--- src/rtl/datapath_check_pkg.sv ---
// Shared definitions for the datapath write/readback check blocks.
package datapath_check_pkg;

   localparam int unsigned REG_SEL_W      = 4;
   localparam int unsigned MISMATCH_CNT_W = 5;

   localparam logic [MISMATCH_CNT_W-1:0] MISMATCH_SAT = 5'd16;

   localparam logic [15:0] DEFAULT_SEED0 = 16'd1;
   localparam logic [15:0] DEFAULT_SEED1 = 16'd1;

   typedef enum logic [2:0] {
      StIdle,
      StSel,
      StWait,
      StCmp,
      StDone
   } check_state_e;

   function automatic logic [MISMATCH_CNT_W-1:0] sat_inc(input logic [MISMATCH_CNT_W-1:0] v);
      if (v >= MISMATCH_SAT) begin
         return v;
      end
      return v + MISMATCH_CNT_W'(1);
   endfunction

endpackage

--- src/rtl/fibonacci_expected_gen.sv ---
// Fibonacci reference generator: expected presents e(n); advance steps to e(n+1), mod 2^DATA_WIDTH.
module fibonacci_expected_gen
   import datapath_check_pkg::*;
#(
   parameter int unsigned           DATA_WIDTH = 16,
   parameter logic [DATA_WIDTH-1:0] SEED0      = DATA_WIDTH'(DEFAULT_SEED0),
   parameter logic [DATA_WIDTH-1:0] SEED1      = DATA_WIDTH'(DEFAULT_SEED1)
) (
   input  logic                  I_CLK,
   input  logic                  I_NRESET,
   input  logic                  load,
   input  logic                  advance,
   output logic [DATA_WIDTH-1:0] expected
);

   logic [DATA_WIDTH-1:0] cur_q, cur_d;
   logic [DATA_WIDTH-1:0] nxt_q, nxt_d;

   always_comb begin
      cur_d = cur_q;
      nxt_d = nxt_q;
      if (load) begin
         cur_d = SEED0;
         nxt_d = SEED1;
      end else if (advance) begin
         cur_d = nxt_q;
         nxt_d = cur_q + nxt_q;
      end
   end

   always_ff @(posedge I_CLK or negedge I_NRESET) begin
      if (!I_NRESET) begin
         cur_q <= SEED0;
         nxt_q <= SEED1;
      end else begin
         cur_q <= cur_d;
         nxt_q <= nxt_d;
      end
   end

   assign expected = cur_q;

endmodule

--- config.mk ---
export PLATFORM = sky130hd
export DESIGN_NAME = fibonacci_expected_gen
export DESIGN_NICKNAME = d
export VERILOG_FILES = /design/src/rtl/datapath_check_pkg.sv /design/src/rtl/fibonacci_expected_gen.sv
export SDC_FILE = /design/constraint.sdc
export NUM_CORES = 1
export LEC_CHECK = 0
export ABC_AREA = 0
export BUFFER_PORTS_ARGS = -buffer_cell sky130_fd_sc_hd__buf_2
export CORE_AREA = 4 4 68 70
export DETAILED_ROUTE_END_ITERATION = 8
export DIE_AREA = 0 0 72 74
export PLACE_DENSITY_LB_ADDON = 0.25
export SLEW_MARGIN = 30
export SYNTH_ARGS = -nofsm -noshare
export SYNTH_HDL_FRONTEND = slang
export SYNTH_SLANG_ARGS = --single-unit
--- constraint.sdc ---
create_clock -name I_CLK -period 2.3 [get_ports I_CLK]
set_input_delay 0.115 -clock I_CLK [delete_from_list [all_inputs] [get_ports I_CLK]]
set_output_delay 0.115 -clock I_CLK [all_outputs]
set_load 0.03 [all_outputs]
Word-level counts from Yosys, hierarchy flattened. Index checks and enable logic that the tools add are counted.

Register bits: 32. Input bits: 4. Output and inout port bits: 16. Logic and storage cells: 8.

Add/sub/neg operators: 1. Mux-type cells: 4. Reduce and logical (&&, ||, !) cells: 1.

Operator list (number): 16-bit two-way mux (4); 16-bit adder (1); 2-bit nonzero test (1).

Depth between registers and ports, before layout. Gate-level depths: netlist of run 1.

Word-level depth: 3. Depth in mapped cells: 9. Gate-level depth less buffers: 9.

Worst setup path before layout of run 1. OpenSTA, ideal clock, no wires.

Kind: register to register. Start point: register cur_q[0] (netlist: expected[0]). End point: register nxt_q[12]. Library setup time: 0.067 ns. Arrival: 2.407 ns. Data required time: 2.233 ns. Slack: -0.174 ns. Cell stages (with the launch flop): 10. Path buffers: 0. Period minus slack after synthesis: 2.474 ns. Cells stage by stage: dfstp_2 -> ha_1 -> inv_1 -> fa_1 -> nor2b_1 -> o31a_1 -> o31a_1 -> o211ai_1 -> a2111oi_0 -> a311o_1.

Word-level cells in the longest chain between the ends: 3.

Ends and longest elaborated chain: from (decl) (line fibonacci_expected_gen.sv:16) `logic [DATA_WIDTH-1:0] cur_q, cur_d;`; from (signal assigned) (line fibonacci_expected_gen.sv:36) `cur_q <= cur_d;`; 16-bit adder (line fibonacci_expected_gen.sv:27) `nxt_d = cur_q + nxt_q;`; 16-bit two-way mux (line fibonacci_expected_gen.sv:25) `end else if (advance) begin`; 16-bit two-way mux (line fibonacci_expected_gen.sv:22) `if (load) begin`; to (signal assigned) (line fibonacci_expected_gen.sv:37) `nxt_q <= nxt_d;`; to (decl) (line fibonacci_expected_gen.sv:17) `logic [DATA_WIDTH-1:0] nxt_q, nxt_d;`.

No other way between the ends. The select of a mux whose other input is x is not followed. A chain may end at the register's enable or synchronous reset.

Worst setup path in the final report of run 1. Same ends and word-level chain as after synthesis.

==> metrics, run 1 <==
distinct cell type count after synthesis=between 40 and 50; switching power as a share of total power=between 20% and 30%; Startpoint Class=flip-flop; count of buffering cells on the critical path with inverters included=2; area of the core region=between 3000 and 4000 µm²; number of antenna violations at the first check in global routing=0; maximum number of buffers from clock root to sink=2; unrepaired setup endpoints after global routing=yes; final cell utilization of the core=between 60% and 70%; maximum fanout along the worst path=4; max-slew violations=0; total number of vias=1,663; count of mapped cells out of synthesis=~210; sequential element share of the synthesized area=39.2%; count of state elements after synthesis=32; clock latency on the worst-skew pair=0.28 ns; endpoints failing hold=0; first-pass GRT wire length=about 7.4 mm; detailed router's first-iteration violation count=129; Final Cell Area=around 2500 µm²; I/O pin total=20; CP most frequent cell=sky130_fd_sc_hd__o31a_1; Post-Route Hold Slack=~0.26 ns; Final Routed Wirelength=about 4.4 mm; clock tree from TritonCTS=done; routability-driven placement congestion ratio=0.839; post-route clock period utilization=102%; global routing usage summed across all routing layers=between 15 and 20%; Cell Count, Final, Fillers Out=between 200 and 300; minimum clock period=between 2 and 2.5 ns; static leakage=between 0.001 and 0.0015 µW; depth of the worst register-to-register path=9; start point of the worst min-delay path=load; register area=805 µm²; Final HPWL DP=approximately 3 mm; Initial Utilization=between 50% and 60%; failing checks=negative setup slack; worst hold path depth=2; Power per Cell Area=475 nW/µm²; growth of design area from synthesis to finish=22.4%; critical path's top delay family=compound AO/OA/AOI/OAI gates; die footprint=about 5300 µm²; mapped cell area=2050 µm²; via count of the first global-routing pass=1,548; required time at the endpoint of the critical path=2.47 ns; Cell Rows=23; total placed instance area=roughly 2300 µm²; Mapped Nets=227; Max-slew headroom=52.2%; proportion of power drawn by flip-flops and latches=between 40 and 50%; cell-internal power=about 900 µW; average wire per cell in the routed design=roughly 15 µm; Slowest cell on crit path=sky130_fd_sc_hd__dfstp_2; drt pass-1 iters=4; VDD IR max=around 0.40 mV; number of sinks handled by clock tree synthesis=32; asr flop ratio synth=100%; setup clock skew after layout=roughly 0.0028 ns; Fillers=between 300 and 400; number of enable-type register cells in the synthesized netlist=0; highest attainable clock frequency=between 0.4 and 0.5 GHz; crit path setup slack, layout=-0.0568 ns; DRC violations left=0; Placed Cells=280; final setup vio count=1; result of the run=finished with violations; Inserted Diodes=0; fraction of layout instances using a drive strength above 1=27.4%; # nets final=260; Worst setup EP type=flip-flop; Clock transition at path regs=0.07 ns; flip-flop cell with the highest count after synthesis=sky130_fd_sc_hd__dfrtp_1; remaining antenna violation count=0; cell chain of the critical path=ha_4 -> inv_2 -> fa_2 -> nor2b_2 -> o31a_1 -> o31a_1 -> o211ai_1 -> buf_4 -> a311o_1; crit path DAT=around 2.5 ns; Least-Margin Pin Slew=about 0.72 ns; Ys Warns=0; total net switching power=around 310 µW; count of buffers inserted at the top-level ports=19; Mean Syn Cell Area=~9.9 µm²; CP max stage delay=between 0.5 and 0.6 ns; total chip power=about 1200 µW; height of the die=around 74 µm; combined area of the multi-input logic cells=1290 µm²; Worst Hold End=expected[12]; endpoint of the worst-slack reg-to-reg timing path=nxt_q[12]; maximum number of pins on one net before global-route repair=33; via count normalized by instance count=roughly 5.7; Worst Hold Class=input pin to flip-flop; maxcap violations=0; sum of overflow across all layers after global routing=0; Num CTS Buffers=5; number of levels in the clock H-tree=2; combinational share of power=about 13%; setup slack on the worst flop-to-flop path=-0.06 ns; horizontal die dimension=slightly above 70 µm; share of power burned in the clock network=~38%; Reg-to-Reg Start=expected[0]; Worst Path Class, Setup=flip-flop to flip-flop; Clock Tree Root=sky130_fd_sc_hd__clkbuf_8
==> metal layers <==
layer  GRT usage (%)  up-vias  part of all wire, %
met3            3.65        5                  3.5
met4            5.01        0                 0.87
li1                -      826                    -
met5               0        -                    0
met1            24.5      805                   49
met2            27.9       27                   46
==> cell families after synthesis <==
family / count (synthesis) / share of synthesized area, %
AO/OA/AOI/OAI: 58 / 21.3
AND/OR/NAND/NOR: 57 / 13.0
XOR/XNOR: 8 / 3.42
adder cells (fa/ha/maj): 16 / 10.1
multiplexers: 20 / 9.84
flip-flops: 32 / 39.2
buffers and inverters: 16 / 2.99
==> metrics by stage <==
| step | worst slack (ns) | TNS (ns) |
|---|---|---|
| floorplan | -0.0738 | -0.0796 |
| global placement | 0.0415 | 0 |
| detailed placement | -0.0439 | -0.0439 |
| CTS | -0.0344 | -0.0344 |
| global route | -0.150 | -0.314 |
| finish | -0.0568 | -0.0568 |
==> sequential cells by signal (all words and copies together), names as in the netlist <==
signal and flops:
nxt_q 16, expected 16
==> cells in the mapped netlist (2+ instances only) <==
library cell / number / area (µm²)
sky130_fd_sc_hd__dfrtp_1: 30 / 751
sky130_fd_sc_hd__nor2_1: 30 / 113
sky130_fd_sc_hd__mux2i_1: 19 / 190
sky130_fd_sc_hd__ha_1: 15 / 188
sky130_fd_sc_hd__a21oi_1: 11 / 55.1
sky130_fd_sc_hd__nand2_1: 8 / 30.0
sky130_fd_sc_hd__clkbuf_1: 7 / 26.3
sky130_fd_sc_hd__o21ai_0: 7 / 35.0
sky130_fd_sc_hd__o21a_1: 6 / 45.0
sky130_fd_sc_hd__xnor2_1: 5 / 43.8
sky130_fd_sc_hd__a211oi_1: 4 / 30.0
sky130_fd_sc_hd__buf_1: 4 / 15.0
sky130_fd_sc_hd__inv_1: 4 / 15.0
sky130_fd_sc_hd__nor3b_1: 4 / 30.0
sky130_fd_sc_hd__a21o_1: 3 / 22.5
sky130_fd_sc_hd__a22o_1: 3 / 26.3
sky130_fd_sc_hd__nand3_1: 3 / 15.0
sky130_fd_sc_hd__nor2b_1: 3 / 18.8
sky130_fd_sc_hd__o211ai_1: 3 / 22.5
sky130_fd_sc_hd__xor2_1: 3 / 26.3
sky130_fd_sc_hd__a2111oi_0: 2 / 17.5
sky130_fd_sc_hd__a211o_1: 2 / 17.5
sky130_fd_sc_hd__a311o_1: 2 / 20.0
sky130_fd_sc_hd__dfstp_2: 2 / 52.6
sky130_fd_sc_hd__nand2b_1: 2 / 12.5
sky130_fd_sc_hd__nand3b_1: 2 / 15.0
sky130_fd_sc_hd__o31a_1: 2 / 17.5
sky130_fd_sc_hd__o31ai_1: 2 / 15.0
==> power by group through the flow <==
stage,Clock [µW],Sequential (µW),Combinational (µW)
2_1_floorplan,0,605,88.6
3_3_place_gp,0,598,141
3_5_place_dp,0,599,143
4_1_cts,455,590,150
5_1_grt,485,594,170
6_report,447,592,151
==> how the worst max path moves through the flow <==
stage / start / endpoint / slack (ns) / depth (start not counted)
final: expected[0] / nxt_q[12] / -0.06 / 9
after floorplan: expected[0] / nxt_q[12] / -0.07 / 9
after global placement: nxt_q[0] / nxt_q[12] / 0.04 / 9
after CTS: expected[0] / nxt_q[12] / -0.03 / 9
after detailed placement: expected[0] / nxt_q[12] / -0.04 / 9
after global routing: nxt_q[0] / nxt_q[12] / -0.15 / 9
==> repair_timing <==
item	CTS	global route
endpoints found under the setup margin	4	5
resized for setup	3	9
hold buffers	1	0
buffers inserted	0	2
hold endpoints to repair	30	0
gates cloned	0	0
pin swaps	1	7
==> final cells by class <==
cell class              count  area share [%]
well taps                  50            2.50
inverters                   4           0.599
clock inverters             2           0.400
multi-input cells         159            51.5
flip-flops and latches     32            32.1
repair buffers             38            9.59
clock buffers               6            3.30
==> layout by cell type (no fill, tap or decap), types with 7 or more instances in the layout <==
| cell type | synthesis | routed |
|---|---|---|
| sky130_fd_sc_hd__nor2_1 | 30 | 30 |
| sky130_fd_sc_hd__o21ai_0 | 7 | 7 |
| sky130_fd_sc_hd__buf_2 | 1 | 19 |
| sky130_fd_sc_hd__buf_4 | 0 | 18 |
| sky130_fd_sc_hd__dfrtp_1 | 30 | 29 |
| sky130_fd_sc_hd__nand2_1 | 8 | 8 |
| sky130_fd_sc_hd__ha_1 | 15 | 9 |
| sky130_fd_sc_hd__mux2i_1 | 19 | 19 |
| sky130_fd_sc_hd__a21oi_1 | 11 | 9 |
(Power assumes the default switching activity.)
==> inputs of run 2 (changes only) <==
--- a/config.mk
+++ b/config.mk
@@ -15,3 +15,4 @@
 export SYNTH_ARGS = -nofsm -noshare
 export SYNTH_HDL_FRONTEND = slang
 export SYNTH_SLANG_ARGS = --single-unit
+export TNS_END_PERCENT = 10
==> run 2 against run 1 <==
  * Critical path depth unchanged
  * First-iteration DRC count fell by 22%
  * Non-clock buffer count is 4 higher
  * The flow now finishes without violations
  * Die area unchanged
  * Register-to-register slack better by 0.09 ns
  * Maximum frequency is 4.2% higher
  * Final cell count grew 1.4%
  * Sequential power about the same
  * Largest cell class unchanged
==> metrics, run 2 (synthesis gave the netlist of run 1 again) <==
result of the run=completed; total placed instance area=2320 µm² (+0.65%); crit path DAT=2.49 ns (-0.03 ns); static leakage=0.00127 µW (+2.1%); maximum number of buffers from clock root to sink=2 (unchanged); cell-internal power=888 µW (+0.82%); combinational share of power=12.8% (about the same); Worst setup EP type=flip-flop; VDD IR max=0.356 mV (-11%); final cell utilization of the core=62.2% (-0.91 points); final setup vio count=0 (-1); highest attainable clock frequency=0.442 GHz (+4.2%); total net switching power=298 µW (-3.8%); Num CTS Buffers=5 (unchanged); depth of the worst register-to-register path=9 (unchanged); remaining antenna violation count=0 (unchanged); fraction of layout instances using a drive strength above 1=25.3% (-2.1 points); setup clock skew after layout=0.00653 ns (+0.00374 ns); maximum number of pins on one net before global-route repair=33 (unchanged); die footprint=5330 µm² (unchanged); Power per Cell Area=480 nW/µm² (+1.1%); drt pass-1 iters=4 (unchanged); Cell Rows=23 (unchanged); number of sinks handled by clock tree synthesis=32 (unchanged); horizontal die dimension=72 µm (unchanged); register area=803 µm² (-0.16%); Initial Utilization=51.5% (unchanged); worst slack at placement=-0.114 ns (-0.0698 ns); endpoint of the worst-slack reg-to-reg timing path=nxt_q[14]; via count normalized by instance count=5.72 (+0.13%); first-pass GRT wire length=7.50 mm (+2.0%); Worst Path Class, Setup=flip-flop to flip-flop; I/O pin total=20 (unchanged); Worst Hold Class=input pin to flip-flop; clock tree from TritonCTS=done; worst hold path depth=2 (unchanged); number of levels in the clock H-tree=2 (unchanged); maxcap violations=0 (unchanged); number of antenna violations at the first check in global routing=0 (unchanged); Reg-to-Reg Start=nxt_q[0]; detailed router's first-iteration violation count=101 (-22%); Inserted Diodes=0 (unchanged); maximum fanout along the worst path=4 (unchanged); height of the die=74 µm (unchanged); switching power as a share of total power=25.1% (-0.90 points); combined area of the multi-input logic cells=1230 µm² (-4.8%); crit path setup slack, layout=0.0380 ns (+0.0948 ns); Clock Tree Root=sky130_fd_sc_hd__clkbuf_8; required time at the endpoint of the critical path=2.52 ns (+0.05 ns); # nets final=264 (+1.5%); Final HPWL DP=3.01 mm (-1.6%); clock latency on the worst-skew pair=0.29 ns (about the same); Fillers=347 (-2.5%); share of power burned in the clock network=37.5% (about the same); Max-slew headroom=52.4% (+0.28 points); area of the core region=3970 µm² (unchanged); endpoints failing hold=0 (unchanged); max-slew violations=0 (unchanged); DRC violations left=0 (unchanged); Final Routed Wirelength=4.19 mm (-4.0%); count of buffers inserted at the top-level ports=19 (unchanged); Final Cell Area=2470 µm² (-1.4%); global routing usage summed across all routing layers=17.9% (+0.37 points); total number of vias=1,688 (+1.5%); unrepaired setup endpoints after global routing=yes; minimum clock period=2.26 ns (-0.0948 ns); Post-Route Hold Slack=0.250 ns (-0.00840 ns); routability-driven placement congestion ratio=0.892 (+6.3%); proportion of power drawn by flip-flops and latches=49.7% (about the same); Worst Hold End=expected[15]; via count of the first global-routing pass=1,668 (+7.8%); setup slack on the worst flop-to-flop path=0.04 ns (+0.09 ns); Clock transition at path regs=0.06 ns (about the same); Startpoint Class=flip-flop; post-route clock period utilization=98.3% (-4.1 points); sum of overflow across all layers after global routing=0 (unchanged); start point of the worst min-delay path=load; average wire per cell in the routed design=14.2 µm (-5.3%); growth of design area from synthesis to finish=20.6%; Least-Margin Pin Slew=0.713 ns (-0.00425 ns); leading cell types in the layout, fill and taps excluded=30 x sky130_fd_sc_hd__nor2_1, 30 x sky130_fd_sc_hd__dfrtp_1, 22 x sky130_fd_sc_hd__buf_4
==> run 2: cell types whose count changed in the layout (fill, tap and decap cells not counted), sizes merged <==
cell	change
buf	+4
clkbuf	+2
clkinv	-2
==> run 2: power by group through the flow <==
stage | Combinational [µW] | Clock [µW] | Sequential, µW
after floorplan | 88.2 | 0 | 605
after CTS | 152 | 461 | 588
after global routing | 171 | 488 | 590
after detailed placement | 147 | 0 | 598
after global placement | 146 | 0 | 597
final | 152 | 445 | 589
==> run 2: how the worst max path moves through the flow <==
stage / slack (ns) / from / cells past startpoint / to
CTS: -0.04 / nxt_q[0] / 9 / nxt_q[12]
global route: -0.11 / nxt_q[0] / 9 / nxt_q[12]
finish: 0.04 / nxt_q[0] / 9 / nxt_q[14]
detailed placement: -0.11 / nxt_q[0] / 9 / nxt_q[12]
floorplan: -0.07 / expected[0] / 9 / nxt_q[12]
global placement: -0.05 / nxt_q[0] / 9 / nxt_q[12]
==> run 2: final cells by class <==
cell class	count	area share, %
multi-input cells	159	49.7
flip-flops and latches	32	32.5
repair buffers	42	10.9
clock buffers	8	3.65
well taps	50	2.53
inverters	4	0.608
==> run 2: layer usage <==
metal  vias to the layer above  wire length [µm]  global-route usage, %
met5                         -                 0                      0
met4                         0                67                   6.89
met3                         6               119                   4.05
met2                        15              1990                   29.0
met1                       833              2010                   23.7
li1                        834                 -                      -
==> run 2: metrics by stage <==
stage	std cells	power [µW]	setup TNS, ns
finish	295	1190	0
global route	295	1250	-0.378
CTS	295	1200	-0.0388
detailed placement	284	745	-0.209
global placement	284	744	-0.0528
floorplan	207	693	-0.113
==> run 2: critical path: stages (launching register included) <==
cell and delay, ns:
sky130_fd_sc_hd__dfstp_2 0.56, sky130_fd_sc_hd__ha_4 0.14, sky130_fd_sc_hd__inv_2 0.03, sky130_fd_sc_hd__fa_2 0.33, sky130_fd_sc_hd__nor2b_2 0.13, sky130_fd_sc_hd__o31a_1 0.15, sky130_fd_sc_hd__o31a_1 0.24, sky130_fd_sc_hd__nand2_1 0.11
sky130_fd_sc_hd__a2111oi_1 0.37, sky130_fd_sc_hd__a311o_1 0.16
==> run 2: repair_timing <==
| action | 4_1_cts | 5_1_grt |
|---|---|---|
| endpoints found under the setup margin | 3 | 5 |
| gates resized for setup | 3 | 6 |
| hold endpoints to repair | 30 | 0 |
| hold buffers | 1 | 0 |
| buffers inserted | 2 | 0 |
| pin swaps | 4 | 2 |
==> inputs of run 3 (changes only) <==
--- a/config.mk
+++ b/config.mk
@@ -7,9 +7,11 @@
 export LEC_CHECK = 0
 export ABC_AREA = 0
 export BUFFER_PORTS_ARGS = -buffer_cell sky130_fd_sc_hd__buf_2
-export CORE_AREA = 4 4 68 70
+export CELL_PAD_IN_SITES_DETAIL_PLACEMENT = 2
+export CELL_PAD_IN_SITES_GLOBAL_PLACEMENT = 2
+export CORE_AREA = 4 4 83 85
 export DETAILED_ROUTE_END_ITERATION = 8
-export DIE_AREA = 0 0 72 74
+export DIE_AREA = 0 0 87 89
 export PLACE_DENSITY_LB_ADDON = 0.25
 export SLEW_MARGIN = 30
 export SYNTH_ARGS = -nofsm -noshare
==> run 3 against run 2 <==
  * Via count up 3.9%
  * The flow now finishes with violations (negative setup slack)
  * Register-to-register slack worse by 0.07 ns
  * Final cell count up 12%
  * Maximum frequency down 3.2%
  * Sequential cell count unchanged
  * Total power up 4.9%
==> metrics, run 3 (synthesis gave the netlist of run 1 again) <==
result of the run=finished with violations; failing checks=negative setup slack; Initial Utilization=33.0% (-19 points); Num CTS Buffers=5 (unchanged); total number of vias=1,754 (+3.9%); number of levels in the clock H-tree=2 (unchanged); Final HPWL DP=4.24 mm (+41%); depth of the worst register-to-register path=9 (unchanged); remaining antenna violation count=0 (unchanged); height of the die=89 µm (+20%); global routing usage summed across all routing layers=16.7% (-1.3 points); final setup vio count=3 (+3); post-route clock period utilization=102% (+3.2 points); static leakage=0.00132 µW (+3.8%); horizontal die dimension=87 µm (+21%); die footprint=7740 µm² (+45%); number of antenna violations at the first check in global routing=0 (unchanged); destination of the critical timing path=nxt_q[12]; endpoint of the worst-slack reg-to-reg timing path=nxt_q[12]; Final Cell Area=2580 µm² (+4.6%); first-pass GRT wire length=10.1 mm (+34%); Least-Margin Pin Slew=0.776 ns (+0.0626 ns); endpoints failing hold=0 (unchanged); Worst setup EP type=flip-flop; leading cell types in the layout, fill and taps excluded=30 x sky130_fd_sc_hd__nor2_1, 30 x sky130_fd_sc_hd__dfrtp_1, 30 x sky130_fd_sc_hd__buf_4; highest attainable clock frequency=0.428 GHz (-3.2%); # nets final=272 (+3.0%); fraction of layout instances using a drive strength above 1=28.9% (+3.5 points); crit path DAT=2.51 ns (+0.02 ns); via count normalized by instance count=5.32 (-7.1%); maximum fanout along the worst path=4 (unchanged); clock latency on the worst-skew pair=0.28 ns (about the same); Clock transition at path regs=0.07 ns (about the same); required time at the endpoint of the critical path=2.47 ns (-0.05 ns); via count of the first global-routing pass=1,939 (+16%); I/O pin total=20 (unchanged); clock tree from TritonCTS=done; minimum clock period=2.34 ns (+0.0745 ns); Final Routed Wirelength=5.88 mm (+40%); DRC violations left=0 (unchanged); growth of design area from synthesis to finish=26.2%; number of sinks handled by clock tree synthesis=32 (unchanged); max-slew violations=0 (unchanged); maximum number of pins on one net before global-route repair=33 (unchanged); unrepaired setup endpoints after global routing=yes; Inserted Diodes=0 (unchanged); Power per Cell Area=482 nW/µm² (+0.29%); beginning of the critical path=nxt_q[0]; Post-Route Hold Slack=0.286 ns (+0.0360 ns); total placed instance area=2400 µm² (+3.4%); average wire per cell in the routed design=17.8 µm (+25%); count of buffers inserted at the top-level ports=19 (unchanged); sum of overflow across all layers after global routing=0 (unchanged); Worst Path Class, Setup=flip-flop to flip-flop; setup clock skew after layout=0.00307 ns (-0.00345 ns); Max-slew headroom=48.3% (-4.2 points); detailed router's first-iteration violation count=33 (-67%); maximum number of buffers from clock root to sink=2 (unchanged); crit path setup slack, layout=-0.0365 ns (-0.0745 ns); setup slack on the worst flop-to-flop path=-0.04 ns (-0.07 ns); Clock Tree Root=sky130_fd_sc_hd__clkbuf_8; drt pass-1 iters=4 (unchanged); Startpoint Class=flip-flop; VDD IR max=0.275 mV (-23%); Reg-to-Reg Start=nxt_q[0]; Fillers=692 (+99%); Cell Rows=29 (+26%); Worst Hold Class=input pin to flip-flop; routability-driven placement congestion ratio=0.807 (-9.5%); area of the core region=6200 µm² (+56%); maxcap violations=0 (unchanged)
==> run 3: cell types whose count changed in the layout (fill, tap and decap cells not counted) <==
cell | previous run | this run
sky130_fd_sc_hd__a2111oi_1 | 1 | 0
sky130_fd_sc_hd__a2111oi_2 | 1 | 2
sky130_fd_sc_hd__a211oi_1 | 4 | 3
sky130_fd_sc_hd__a211oi_2 | 1 | 2
sky130_fd_sc_hd__buf_4 | 22 | 30
sky130_fd_sc_hd__clkbuf_1 | 2 | 1
sky130_fd_sc_hd__clkbuf_8 | 6 | 7
==> run 3: power breakdown <==
group	switching (µW)	internal, µW
Combinational	93.9	70.6
Clock	217	273
Sequential	13.0	577
Total	324	921
==> run 3: metal layers <==
metal  global-route usage, %  share of wire, %
met4                    4.25              0.92
met1                    22.8                49
met5                       0                 0
met3                    3.13               2.3
met2                    27.1                48
==> run 3: worst max-delay path, stage by stage, from the launching register on <==
cell                       delay (ns)
sky130_fd_sc_hd__dfstp_2         0.56
sky130_fd_sc_hd__ha_4            0.14
sky130_fd_sc_hd__inv_2           0.03
sky130_fd_sc_hd__fa_2            0.34
sky130_fd_sc_hd__nor2b_2         0.14
sky130_fd_sc_hd__o31a_1          0.16
sky130_fd_sc_hd__o31a_1          0.23
sky130_fd_sc_hd__o211ai_1        0.15
sky130_fd_sc_hd__buf_4           0.17
sky130_fd_sc_hd__a311o_1         0.29
==> run 3: area by class of cell <==
cell class	count	area (µm²)	area share, %
clock buffers	8	100	3.88
inverters	4	15.0	0.581
multi-input cells	159	1240	47.9
flip-flops and latches	32	803	31.1
well taps	77	96.3	3.73
repair buffers	50	330	12.8
==> run 3: worst min path at each step <==
stage / startpoint / endpoint / slack, ns / cells after the start
2_1_floorplan: I_NRESET / expected[10] / -0.18 / 0
3_3_place_gp: I_NRESET / nxt_q[9] / 0.23 / 1
3_5_place_dp: I_NRESET / expected[9] / 0.23 / 1
4_1_cts: load / expected[9] / 0.28 / 2
5_1_grt: load / expected[15] / 0.32 / 2
6_report: load / expected[9] / 0.29 / 2
==> run 3: repair_timing <==
action,CTS,global route
buffers inserted,3,1
endpoints found under the setup margin,5,6
hold buffers,1,0
pin swaps,5,4
endpoints found under the hold margin,30,0
gates cloned,0,0
resized for setup,6,5
==> run 3: through the flow <==
step | worst slack [ns] | instances | setup TNS, ns | util (%) | total power, µW
2_1_floorplan | -0.0738 | 207 | -0.113 | - | 693
3_3_place_gp | -0.00406 | 317 | -0.00406 | 38.7 | 748
3_5_place_dp | -0.189 | 317 | -0.274 | 38.7 | 755
4_1_cts | -0.0698 | 329 | -0.0698 | 41.1 | 1260
5_1_grt | -0.216 | 330 | -0.669 | 41.6 | 1310
6_report | -0.0365 | 330 | -0.0654 | 41.6 | 1240
